## config.mk

```make
export PLATFORM = sky130hd
export DESIGN_NAME = wn_pdcchrx_freq_toneavg_nrx
export DESIGN_NICKNAME = d
export VERILOG_FILES = /design/src/rtl/wn_pdcchrx_toneavg_pkg.sv /design/src/rtl/wn_pdcchrx_toneavg_acc.sv /design/src/rtl/wn_pdcchrx_freq_toneavg_nrx.sv
export SDC_FILE = /design/constraint.sdc
export NUM_CORES = 1
export LEC_CHECK = 0
export CAP_MARGIN = 15
export CORE_MARGIN = 5
export CORE_UTILIZATION = 50
export CTS_CLUSTER_SIZE = 40
export DETAILED_ROUTE_END_ITERATION = 10
export GPL_TIMING_DRIVEN = 0
export MAX_ROUTING_LAYER = met4
export PLACE_DENSITY = 0.69
export SKIP_CTS_REPAIR_TIMING = 1
export SYNTH_ARGS = -nofsm -noshare
export SYNTH_HDL_FRONTEND = slang
export SYNTH_SLANG_ARGS = --single-unit
```

## constraint.sdc

```tcl
create_clock -name clk -period 10.5 [get_ports clk]
set_input_delay 1.05 -clock clk [delete_from_list [all_inputs] [get_ports clk]]
set_output_delay 1.05 -clock clk [all_outputs]
set_load 0.02 [all_outputs]
```

## src/rtl/wn_pdcchrx_toneavg_pkg.sv

```systemverilog
// Shared types and constants for the PDCCH RX tone-averaging block.
package wn_pdcchrx_toneavg_pkg;
  localparam int CFG_W        = 5;
  localparam int CFG_L2N_LSB  = 0;
  localparam int CFG_L2N_W    = 3;
  localparam int CFG_MODE_LSB = 3;
  localparam int CFG_MODE_W   = 2;

  typedef enum logic [1:0] {
    MODE_BYP  = 2'b00,
    MODE_DEC  = 2'b01,
    MODE_REP  = 2'b10,
    MODE_BYP3 = 2'b11
  } mode_e;

  typedef enum logic [1:0] {
    ST_IDLE,
    ST_PASS,
    ST_ACC,
    ST_OUT
  } state_e;
endpackage

```

## src/rtl/wn_pdcchrx_toneavg_acc.sv

```systemverilog
// One signed I or Q component: accumulate, optional round, shift by log2N, saturate.
// Rounding (half up) is enabled by defining WN_TONEAVG_ROUND_EN; otherwise floor.
module wn_pdcchrx_toneavg_acc
  import wn_pdcchrx_toneavg_pkg::*;
#(
  parameter int DW        = 16,
  parameter int MAX_LOG2N = 4
) (
  input  logic                 clk,
  input  logic                 rstn,
  input  logic                 clr,
  input  logic                 en,
  input  logic                 done,
  input  logic [CFG_L2N_W-1:0] log2n,
  input  logic signed [DW-1:0] din,
  output logic signed [DW-1:0] avg
);
  localparam int AW = DW + MAX_LOG2N;
  localparam logic signed [AW-1:0] SMAX = {{(MAX_LOG2N+1){1'b0}}, {(DW-1){1'b1}}};
  localparam logic signed [AW-1:0] SMIN = {{(MAX_LOG2N+1){1'b1}}, {(DW-1){1'b0}}};

  logic signed [AW-1:0] acc, sum, rnd, shf;
  logic        [AW-1:0] one;

  // avg reflects the sum including the current beat so it can be latched on the group's last beat
  always_comb begin
    one = AW'(1);
    sum = acc + AW'(din);
    rnd = '0;
`ifdef WN_TONEAVG_ROUND_EN
    if (log2n != '0) rnd = signed'(one << (log2n - 3'd1));
`endif
    shf = (sum + rnd) >>> log2n;
    if (shf > SMAX)      avg = SMAX[DW-1:0];
    else if (shf < SMIN) avg = SMIN[DW-1:0];
    else                 avg = shf[DW-1:0];
  end

  always_ff @(posedge clk) begin
    if (!rstn || clr) acc <= '0;
    else if (en)      acc <= done ? '0 : sum;
  end
endmodule

```

## src/rtl/wn_pdcchrx_freq_toneavg_nrx.sv

```systemverilog
// Per-antenna tone averager over groups of 2^log2N tones: bypass, decimate or replicate.
// Optional round-half-up selected by WN_TONEAVG_ROUND_EN (see accumulator).
module wn_pdcchrx_freq_toneavg_nrx
  import wn_pdcchrx_toneavg_pkg::*;
#(
  parameter int nRx       = 2,
  parameter int DW        = 16,
  parameter int MAX_LOG2N = 4
) (
  input  logic                  clk,
  input  logic                  rstn,
  input  logic [CFG_W-1:0]      config_in_tdata,
  input  logic                  config_in_tvalid,
  output logic                  config_in_tready,
  input  logic [nRx*2*DW-1:0]   data_in_tdata,
  input  logic                  data_in_tvalid,
  output logic                  data_in_tready,
  input  logic                  data_in_tlast,
  output logic [nRx*2*DW-1:0]   data_out_tdata,
  output logic                  data_out_tvalid,
  input  logic                  data_out_tready,
  output logic                  data_out_tlast
);
  localparam int CW = MAX_LOG2N + 1;

  state_e               state;
  mode_e                cfg_mode;
  logic [CFG_L2N_W-1:0] cfg_log2n, l2n_in, l2n_clamp;
  logic [CW-1:0]        cnt, rem, rem_n, nm1;
  logic                 last_seen;
  logic                 acc_en, acc_done, acc_clr, in_hs;
  logic [nRx*2*DW-1:0]  avg_w;

  always_comb begin
    l2n_in    = config_in_tdata[CFG_L2N_LSB +: CFG_L2N_W];
    l2n_clamp = (int'(l2n_in) > MAX_LOG2N) ? CFG_L2N_W'(MAX_LOG2N) : l2n_in;
    nm1       = (CW'(1) << cfg_log2n) - CW'(1);
    rem_n     = (cfg_mode == MODE_REP) ? cnt + CW'(1) : CW'(1);
  end

  assign config_in_tready = rstn && (state == ST_IDLE);
  assign data_in_tready   = rstn && ((state == ST_ACC) ||
                            ((state == ST_PASS) && !last_seen && (data_out_tready || !data_out_tvalid)));
  assign in_hs    = data_in_tvalid && data_in_tready;
  assign acc_en   = (state == ST_ACC) && data_in_tvalid;
  assign acc_done = acc_en && ((cnt == nm1) || data_in_tlast);
  assign acc_clr  = (state == ST_IDLE);

  for (genvar g = 0; g < 2*nRx; g++) begin : g_acc
    wn_pdcchrx_toneavg_acc #(.DW(DW), .MAX_LOG2N(MAX_LOG2N)) u_acc (
      .clk   (clk),
      .rstn  (rstn),
      .clr   (acc_clr),
      .en    (acc_en),
      .done  (acc_done),
      .log2n (cfg_log2n),
      .din   (data_in_tdata[g*DW +: DW]),
      .avg   (avg_w[g*DW +: DW])
    );
  end

  always_ff @(posedge clk) begin
    if (!rstn) begin
      state           <= ST_IDLE;
      cfg_mode        <= MODE_BYP;
      cfg_log2n       <= '0;
      cnt             <= '0;
      rem             <= '0;
      last_seen       <= 1'b0;
      data_out_tvalid <= 1'b0;
      data_out_tlast  <= 1'b0;
      data_out_tdata  <= '0;
    end else begin
      case (state)
        ST_IDLE: if (config_in_tvalid) begin
          cfg_mode  <= mode_e'(config_in_tdata[CFG_MODE_LSB +: CFG_MODE_W]);
          cfg_log2n <= l2n_clamp;
          cnt       <= '0;
          last_seen <= 1'b0;
          case (mode_e'(config_in_tdata[CFG_MODE_LSB +: CFG_MODE_W]))
            MODE_DEC, MODE_REP: state <= ST_ACC;
            default:            state <= ST_PASS;
          endcase
        end
        ST_PASS: begin
          // a tlast beat blocks further input, so in_hs and the final output handshake never coincide
          if (in_hs) begin
            data_out_tdata  <= data_in_tdata;
            data_out_tvalid <= 1'b1;
            data_out_tlast  <= data_in_tlast;
            if (data_in_tlast) last_seen <= 1'b1;
          end else if (data_out_tready && data_out_tvalid) begin
            data_out_tvalid <= 1'b0;
            data_out_tlast  <= 1'b0;
            if (data_out_tlast) state <= ST_IDLE;
          end
        end
        ST_ACC: if (acc_en) begin
          if (acc_done) begin
            data_out_tdata  <= avg_w;
            data_out_tvalid <= 1'b1;
            data_out_tlast  <= data_in_tlast && (rem_n == CW'(1));
            rem             <= rem_n;
            last_seen       <= data_in_tlast;
            cnt             <= '0;
            state           <= ST_OUT;
          end else begin
            cnt <= cnt + CW'(1);
          end
        end
        ST_OUT: if (data_out_tready) begin
          if (rem == CW'(1)) begin
            data_out_tvalid <= 1'b0;
            data_out_tlast  <= 1'b0;
            state           <= last_seen ? ST_IDLE : ST_ACC;
          end else begin
            rem            <= rem - CW'(1);
            data_out_tlast <= last_seen && (rem == CW'(2));
          end
        end
        default: state <= ST_IDLE;
      endcase
    end
  end
endmodule

```

; ---- Yosys cells after proc, flatten, opt, wreduce, memory -nomap -nowiden
; Index checks and enable logic that the tools add are counted.
[op_classes]
addsub = 7
n_lt_le_gt_ge = 9
n_eq_ne = 22
shift = 5
mux = 57
reduce_logical = 32
[ops]
columns = op, n
row1 = $mux 64, 3
row2 = $mux 16, 8
row3 = $pmux 64 s2, 1
row4 = $add 20x16->20, 4
row5 = $gt 20x16->1 const B, 4
row6 = $lt 20x16->1 const B, 4
row7 = $mux 20, 4
row8 = $sshr 20x3->20, 4
row9 = $mux 5, 8
row10 = $mux 2, 10
row11 = $pmux 5 s2, 2
row12 = $ne 2x2->1 const B, 9
row13 = $mux 1, 16
row14 = $reduce_and 6->1, 2
row15 = $eq 5x1->1 const B, 2
row16 = $logic_and 1x1->1, 10
row17 = $reduce_and 5->1, 2
row18 = $pmux 1 s3, 3
row19 = $eq 2x2->1 const B, 4
row20 = $pmux 2 s4, 1
row21 = $reduce_and 8->1, 1
row22 = $reduce_bool 2->1, 3
row23 = $reduce_bool 3->1, 2
row24 = $add 5x1->5 const B, 1
row25 = other kinds (17), 24
[totals]
reg_bits = 164
word_cells = 145

; ---- Depth between registers and ports, before layout
; Gate-level depths: netlist of the first run.
[logic_depth]
depth_word = 8
depth_mapped = 18

; ---- Hierarchy
; From an unflattened synthesis of the first run, not the netlist that was laid out.
[hier_totals]
cells_unflattened = 1923
hier_area_um2 = 15466.1
[modules_own_cells]
columns = module, n_inst, cells_per_inst, area_per_inst_um2
row1 = wn_pdcchrx_toneavg_acc (g_acc[0].u_acc ...), 3, 366, 2825.2
row2 = wn_pdcchrx_freq_toneavg_nrx, 1, 477, 4249.1
row3 = wn_pdcchrx_toneavg_acc (g_acc[3].u_acc), 1, 348, 2741.4

; ---- Least setup slack after synthesis of the first run
; OpenSTA, ideal clock, no wires.
[synth_path]
kind = input-to-reg
start = input port data_in_tdata[0]
end = register data_out_tdata[11]
setup_ns = 0.074
arrival_ns = 3.940
required_time_ns = 10.426
path_slack_ns = 6.486
path_stages = 13
n_path_buf = 1
cell_sequence = ha_1 > fa_1 > a21oi_1 > o211ai_1 > and3b_1 > o211a_1 > o41ai_2 > xnor2_1 > o221ai_1 > o211ai_2 > buf_2 > o2111ai_1 > a31oi_1
[synth_via]
elab_chain_cells = 8
[synth_rtl]
columns = element, line_no
row1 = from (decl), wn_pdcchrx_freq_toneavg_nrx.sv:15  ; input logic [nRx*2*DW-1:0] data_in_tdata,
row2 = $add 20x16->20 (*), wn_pdcchrx_toneavg_acc.sv:28  ; sum = acc + AW'(din);
row3 = $sshr 20x3->20 (*), wn_pdcchrx_toneavg_acc.sv:33  ; shf = (sum + rnd) >>> log2n;
row4 = $lt 20x16->1, wn_pdcchrx_toneavg_acc.sv:35  ; else if (shf < SMIN) avg = SMIN[DW-1:0];
row5 = $mux 16, wn_pdcchrx_toneavg_acc.sv:35
row6 = $mux 16 (*), wn_pdcchrx_toneavg_acc.sv:34  ; if (shf > SMAX) avg = SMAX[DW-1:0];
row7 = $mux 64 (*), wn_pdcchrx_freq_toneavg_nrx.sv:99  ; if (acc_done) begin
row8 = $mux 64 (*), wn_pdcchrx_freq_toneavg_nrx.sv:98  ; ST_ACC: if (acc_en) begin
row9 = $pmux 64 s2 (*), wn_pdcchrx_freq_toneavg_nrx.sv:74  ; case (state)
row10 = to (signal assigned), wn_pdcchrx_freq_toneavg_nrx.sv:88  ; data_out_tdata <= data_in_tdata;
row11 = to (signal assigned), wn_pdcchrx_freq_toneavg_nrx.sv:100  ; data_out_tdata <= avg_w;
row12 = to (decl), wn_pdcchrx_freq_toneavg_nrx.sv:19  ; output logic [nRx*2*DW-1:0] data_out_tdata,
; Every way passes the cells marked *; elsewhere a longest branch is shown, timed or not. The select of a mux whose other input is x is not followed.
; A chain may end at the register's enable or synchronous reset.

; ---- Final worst setup path of the first run
[layout_path]
start = register cfg_log2n[2]
end = register data_out_tdata[33]
[layout_via]
elab_chain_cells = 7
[layout_rtl]
columns = element, line_no
row1 = from (decl), wn_pdcchrx_freq_toneavg_nrx.sv:28  ; logic [CFG_L2N_W-1:0] cfg_log2n, l2n_in, l2n_clamp;
row2 = from (signal assigned), wn_pdcchrx_freq_toneavg_nrx.sv:77  ; cfg_log2n <= l2n_clamp;
row3 = $sshr 20x3->20 or $shl 1x3->5 (tied branches), "wn_pdcchrx_toneavg_acc.sv:33, wn_pdcchrx_freq_toneavg_nrx.sv:37"
row4 = $lt 20x16->1 or $sub 5x2->5 (tied branches), "wn_pdcchrx_toneavg_acc.sv:35, wn_pdcchrx_freq_toneavg_nrx.sv:37"
row5 = $mux 16 or $eq 5x5->1 (tied branches), "wn_pdcchrx_toneavg_acc.sv:35, wn_pdcchrx_freq_toneavg_nrx.sv:46"
row6 = $mux 16 or $logic_or 1x1->1 (tied branches), "wn_pdcchrx_toneavg_acc.sv:34, wn_pdcchrx_freq_toneavg_nrx.sv:46"
row7 = $mux 64 or $logic_and 1x1->1 (tied branches), "wn_pdcchrx_freq_toneavg_nrx.sv:99, wn_pdcchrx_freq_toneavg_nrx.sv:46"
row8 = $mux 64 or $ne 2x1->1 (tied branches), -
row9 = $pmux 64 s2 or $reduce_and 4->1 (tied branches), -
; Several ways; a longest one is shown, not always the timed one. The select of a mux whose other input is x is not followed.

==> flow_metrics.tcl, run 1 <==
set metrics [dict create \
    first_global_vias 15370 \
    cts.sink_count 164 \
    synth-edff-count 0 \
    finalHoldViolations 0 \
    synth_fp_nets 2028 \
    synth-main-ff-cell "sky130_fd_sc_hd__dfxtp_1" \
    fin_crit_ns 7.014 \
    final_layout_size_suffix_gt1_frac 0.08002 \
    area_of_combinational_cells_with_multiple_inputs_um2 10470 \
    endpoint_kind "flip-flop" \
    max_cap_viol_count 0 \
    numCtsBuffers 17 \
    placed_cell_area_um2 16320 \
    count_of_different_cell_masters_after_synthesis 107 \
    fp.dieH_um 179.9 \
    cts_max_path_buffers 2 \
    worst-path-max-fanout 10 \
    cts.htree.levels 4 \
    drv_slew 0 \
    synth.cell_area_um2 14430 \
    max_slew_margin 0.1488 \
    vias 16370 \
    initial_standard_cell_utilization_of_the_core 0.5042 \
    initialDrtViolationCount 2379 \
    finalCritPeriodShare 0.6680 \
    grt_util_all_layers 0.3760 \
    achievable-frequency_ghz 0.1426 \
    report.final.setup_viol 0 \
    pwr-share-seq 0.251 \
    timing.critical_path.required_ns 10.90 \
    worstReg2RegStart "cfg_log2n[2]" \
    num_antenna_cells 0 \
    clock_insertion_delay_worst_skew_ns 0.47 \
    route.final.wire_length_mm 62.67 \
    power.share.combinational 0.553 \
    post_synth.cell_area_avg_um2 7.743 \
    globalRouteOverflowTotal 0 \
    setup.worst_path.class "flip-flop to flip-flop" \
    met2WireLength_mm 26.93 \
    drc 0 \
    layout.area.seq_um2 3283 \
    grt_setup_unrepaired "false" \
    m1WireLength_mm 24.98 \
    portion_of_the_post_synthesis_area_used_by_sequential_elements 0.2275 \
    vdd_ir_drop_max_uv 138.2 \
    most_common_library_cell_in_the_layout_ignoring_fill_and_taps "sky130_fd_sc_hd__nand2_1" \
    global_route_wire_length_before_repair_mm 92.41 \
    fin_skew_ns 0.02269 \
    swShare 0.4918 \
    hpwlAfterDp_mm 46.78 \
    power_report.internal_total_uw 1704 \
    clkTransAtPathRegs_ns 0.08 \
    largest_net_degree_at_the_start_of_global_routing 17 \
    floorplan.die.width_um 179.9 \
    met3RoutedLength_mm 7.208 \
    design.core.area_um2 28630 \
    via_per_inst 6.760 \
    hp-start "data_out_tdata[3]" \
    setup.worst_path.start "cfg_log2n[2]" \
    design.final.nets 2188 \
    final_util 0.5903 \
    1st_pass_router_iterations 5 \
    final.fill_count 2678 \
    std_cell_rows 62 \
    synth_async_sr_flop_share 0 \
    yosys_warnings 0 \
    worst-endpoint-arrival_ns 7.41 \
    number_of_antenna_violations_at_the_first_check_in_global_routing 0 \
    clockRootBuffer "sky130_fd_sc_hd__clkbuf_16" \
    routed_wire_length_per_instance_um 25.88 \
    clock_tree_from_tritoncts "done" \
    total_switching_power_uw 1650 \
    buffer_ports.inserted 141 \
    tightestPinTransition_ns 1.277 \
    synthToLayoutAreaGrowth_pct 17.09 \
    setup_total_negative_slack_ns 0 \
    clock_power_share 0.196 \
    power_density_nw_per_um2 198.5 \
    postSynthCellCount 1864 \
    final_design_area_no_fill_um2 16900 \
    layout.cells.most_common_list "sky130_fd_sc_hd__nand2_1, sky130_fd_sc_hd__a21oi_1, sky130_fd_sc_hd__dfxtp_1" \
    yosys_register_bits 164 \
    worst_setup_path_start_kind "flip-flop" \
    gp_congestion 1.005 \
    top_level_ports 143 \
    run_status "finished, final reports clean" \
    power.static_leakage_uw 0.006577 \
    worstHoldPathType "flip-flop to flip-flop" \
    top_layer "met4" \
    ant_nets 0 \
    fp.dieArea_um2 32360 \
]
[state kept, by name, summed over array words and instances (netlist names)]
register	flops
data_out_tvalid	1
cfg_mode	2
data_out_tlast	1
g_acc.u_acc.acc	80
data_out_tdata	64
state	2
cnt	5
last_seen	1
cfg_log2n	3
rem	5
[final timing paths]
kind                         to  slack (ns)  depth (start not counted)
max reg2reg  data_out_tdata[33]        3.49                         17
min reg2reg   data_out_tdata[3]        0.45                          2
min           data_out_tdata[3]        0.45                          2
max          data_out_tdata[33]        3.49                         17
[power by group through the flow]
stage	registers, uW	logic (uW)	clock network, uW
6_report	841	1850	658
5_1_grt	855	1920	682
4_1_cts	838	1790	658
3_5_place_dp	851	1780	0
3_3_place_gp	850	1770	0
2_1_floorplan	972	879	0
[logic make-up (layout without fill, tap and decap cells)]
kind of cell	count (synthesis)	after routing	synth area share
adder cells (fa/ha/maj)	89	89	0.07924
buffers and inverters	166	339	0.04733
AO/OA/AOI/OAI	683	683	0.3202
AND/OR/NAND/NOR	613	613	0.2001
multiplexers	88	88	0.08765
flip-flops	164	164	0.2275
XOR/XNOR	61	61	0.03806
[through the flow]
step                hold WS (ns)  setup slack, ns  power (uW)  instances
floorplan                 0.4318            6.486        1851       1864
global placement          0.4357            4.081        2623       2389
detailed placement        0.4421            3.997        2634       2389
CTS                       0.4531            3.960        3286       2421
global route              0.4751            3.520        3458       2421
finish                    0.4497            3.486        3354       2421
[synthesized netlist by cell type (all sizes together) (8+ instances only)]
library cell  number  area, um^2
ha                85        1064
and2              20       130.1
a32oi              8       77.58
and3              13       86.33
buf               45       227.7
mux4              29       653.1
nand4             15       93.84
clkbuf            87       327.8
nor3              33       181.4
nor2             153       574.3
a22o               9       78.83
o21ai            153       773.3
nand2            209       792.0
inv               32       120.1
a221oi            21       226.5
a21o              38       285.3
xnor2             35       321.6
o21bai            13       97.59
a211oi            38       295.3
o21a              23       172.7
a22oi             38       285.3
and4               8       72.57
dfxtp            164        3283
o31ai              9       81.33
mux2i             42       420.4
o2111ai            8       70.07
a21oi            194       978.4
o211ai            25       202.7
a31oi             15       93.84
mux2              17       191.4
or3               13       81.33
or2               11       68.82
nor2b             14       87.58
nand3             85       425.4
nand2b            16       100.1
xor2              26       227.7
[worst max-delay path, stage by stage, from the launching register on]
cell and delay, ns:
sky130_fd_sc_hd__dfxtp_1 0.30, sky130_fd_sc_hd__clkbuf_1 0.25, sky130_fd_sc_hd__inv_1 0.30, sky130_fd_sc_hd__buf_1 0.70, sky130_fd_sc_hd__buf_1 0.78, sky130_fd_sc_hd__clkbuf_1 0.66, sky130_fd_sc_hd__nand2_1 0.12, sky130_fd_sc_hd__ha_1 0.28
sky130_fd_sc_hd__and2_1 0.16, sky130_fd_sc_hd__o21ai_0 0.23, sky130_fd_sc_hd__a21o_1 0.17, sky130_fd_sc_hd__a41oi_2 0.35, sky130_fd_sc_hd__o21a_1 0.38, sky130_fd_sc_hd__nor3_4 0.52, sky130_fd_sc_hd__and2_1 0.30, sky130_fd_sc_hd__clkbuf_1 0.85
sky130_fd_sc_hd__o221ai_1 0.32, sky130_fd_sc_hd__o21ai_0 0.21
[routing by layer]
metal	up-vias	GRT usage
met1	7799	0.4789
met4	0	0.1804
li1	7306	-
met2	1014	0.5601
met5	-	-
met3	246	0.09297
[final cells by class]
cell class / count / area share
Clock inverter: 15 / 0.008811
Sequential cell: 164 / 0.1943
Clock buffer: 17 / 0.02517
Tap cell: 384 / 0.02843
Multi-Input combinational cell: 1534 / 0.6194
Buffer: 132 / 0.03287
Inverter: 34 / 0.007552
Timing Repair Buffer: 141 / 0.08352
No activity file was read; power rests on OpenSTA's default activity.
==> run 2: changes to the inputs <==
- clock period: 10.5 -> 6.9 ns (I/O delays scaled with it)
==> flow_metrics.tcl, run 2 (synthesized netlist as in run 1, its figures left out) <==
set metrics [dict create \
    timing.critical_path.required_ns 7.29 \
    path_delay_family "buffers and inverters" \
    run_status "finished, violations left" \
    most_repeated_library_cell_on_the_critical_path "sky130_fd_sc_hd__buf_1" \
    routed_wire_length_per_instance_um 25.90 \
    endpoint_kind "flip-flop" \
    fp.dieH_um 179.9 \
    layout.cells.most_common_list "sky130_fd_sc_hd__nand2_1, sky130_fd_sc_hd__a21oi_1, sky130_fd_sc_hd__dfxtp_1" \
    top_level_ports 143 \
    pwr-share-seq 0.251 \
    placed_cell_area_um2 16320 \
    max_flop_register "g_acc.u_acc.acc" \
    final_design_area_no_fill_um2 16910 \
    placed_cells_incl_taps 2389 \
    grt_setup_unrepaired "false" \
    numCtsBuffers 17 \
    fp.dieArea_um2 32360 \
    drc 0 \
    post-layout-total-power_uw 5105 \
    largest_register_ffs 80 \
    timing.critical_path.cells "clkbuf_1 -> inv_1 -> buf_1 -> buf_1 -> clkbuf_1 -> nand2_1 -> ha_1 -> and2_1 -> o21ai_0 -> a21o_1 -> a41oi_2 -> o21a_1 -> nor3_4 -> and2_1 -> buf_1 -> o21ai_0 -> o21ai_1" \
    cp_slowest_cell "sky130_fd_sc_hd__buf_1" \
    cts.htree.levels 4 \
    grt_util_all_layers 0.3760 \
    worst_slack_ns -0.01823 \
    final_util 0.5907 \
    floorplan.die.width_um 179.9 \
    max_slew_margin 0.1806 \
    setup.worst_path.class "flip-flop to flip-flop" \
    clock_power_share 0.196 \
    power.share.combinational 0.553 \
    design.core.area_um2 28630 \
    total_switching_power_uw 2509 \
    max_cap_viol_count 0 \
    initial_standard_cell_utilization_of_the_core 0.5042 \
    clock_insertion_delay_worst_skew_ns 0.47 \
    final.fill_count 2675 \
    vias 16490 \
    std_cell_rows 62 \
    gp_congestion 1.005 \
    fin_cells 2423 \
    achievable-frequency_ghz 0.1445 \
    violations "setup timing" \
    drv_slew 0 \
    design.final.nets 2188 \
    most_common_library_cell_in_the_layout_ignoring_fill_and_taps "sky130_fd_sc_hd__nand2_1" \
    ant_nets 0 \
    initialDrtViolationCount 2244 \
    fin_skew_ns 0.02100 \
    cts_max_path_buffers 2 \
    buffer_ports.inserted 141 \
    global_route_wire_length_before_repair_mm 92.41 \
    largest_net_degree_at_the_start_of_global_routing 17 \
    swShare 0.4915 \
    max_stage_delay_ns 0.82 \
    first_global_vias 15370 \
    clockRootBuffer "sky130_fd_sc_hd__clkbuf_16" \
    tightestPinTransition_ns 1.229 \
    power.static_leakage_uw 0.006580 \
    power_density_nw_per_um2 301.9 \
    worst-path-max-fanout 10 \
    final_layout_size_suffix_gt1_frac 0.08002 \
    finalHoldViolations 0 \
    clock_tree_from_tritoncts "done" \
    reg_top3 "g_acc.u_acc.acc: 80 flops, data_out_tdata: 64 flops" \
    fin_crit_ns 6.918 \
    vdd_ir_drop_max_uv 210.2 \
    hpwlAfterDp_mm 46.78 \
    reg2reg_setup_slack_ns -0.02 \
    report.final.setup_viol 1 \
    worstPathBufferInverterCount 6 \
    globalRouteOverflowTotal 0 \
    number_of_antenna_violations_at_the_first_check_in_global_routing 0 \
    clkTransAtPathRegs_ns 0.08 \
    power_report.internal_total_uw 2595 \
    worst-endpoint-arrival_ns 7.31 \
    route.final.wire_length_mm 62.75 \
    1st_pass_router_iterations 7 \
    synthToLayoutAreaGrowth_pct 17.17 \
    worstHoldPathType "flip-flop to flip-flop" \
    cts.sink_count 164 \
    via_per_inst 6.807 \
    finalCritPeriodShare 1.003 \
    worst_setup_path_start_kind "flip-flop" \
]
run 2: cell types whose count changed in the layout (fill, tap and decap cells not counted), sizes merged:
| cell | change |
|---|---|
| diode | +2 |
| clkbuf | -1 |
| clkdlybuf4s15 | +1 |
run 2: final timing paths:
path,startpoint,end,cells after the start
worst max-delay path,cfg_log2n[2],data_out_tdata[57],17
worst min-delay path,data_out_tdata[3],data_out_tdata[3],2
worst max register to register,cfg_log2n[2],data_out_tdata[57],17
worst min register to register,data_out_tdata[3],data_out_tdata[3],2
run 2: worst register-to-register path, delay by kind of cell, from the launching register on:
family	cells	cell delay, ns
buf+inv	6	3.46
compound gates	6	1.71
simple gates	4	1.11
flops	1	0.30
fa+ha+maj	1	0.28
run 2: layout make-up:
type                    instances  area [um^2]  share of cell area
repair buffers                141         1411             0.08346
clock inverters                15        148.9            0.008805
clock buffers                  17        425.4             0.02516
multi-input cells            1534        10470              0.6189
well taps                     384        480.5             0.02841
inverters                      34        127.6            0.007547
diodes                          2        5.005           0.0002960
plain buffers                 132        561.8             0.03322
flip-flops and latches        164         3283              0.1942
run 2: power groups by stage:
stage                     logic [uW]  registers, uW  clock network (uW)
after global routing            2920           1300                1040
after global placement          2700           1290                   0
after floorplan                 1340           1480                   0
after CTS                       2720           1280                1000
final                           2820           1280                 999
after detailed placement        2710           1300                   0
run 2: per-layer routing:
metal | up-vias | track usage | share of wire
met5 | - | - | 0
met4 | 0 | 0.1804 | 0.054
met3 | 241 | 0.09297 | 0.11
met2 | 1076 | 0.5601 | 0.43
met1 | 7857 | 0.4789 | 0.40
li1 | 7320 | - | -
run 2: stage by stage:
stage / worst slack, ns / hold slack [ns] / setup TNS, ns
2_1_floorplan: 2.996 / 0.4318 / 0
3_3_place_gp: 0.4808 / 0.4357 / 0
3_5_place_dp: 0.3971 / 0.4421 / 0
4_1_cts: 0.3599 / 0.4531 / 0
5_1_grt: 0.02686 / 0.4751 / 0
6_report: -0.01823 / 0.4497 / -0.01823
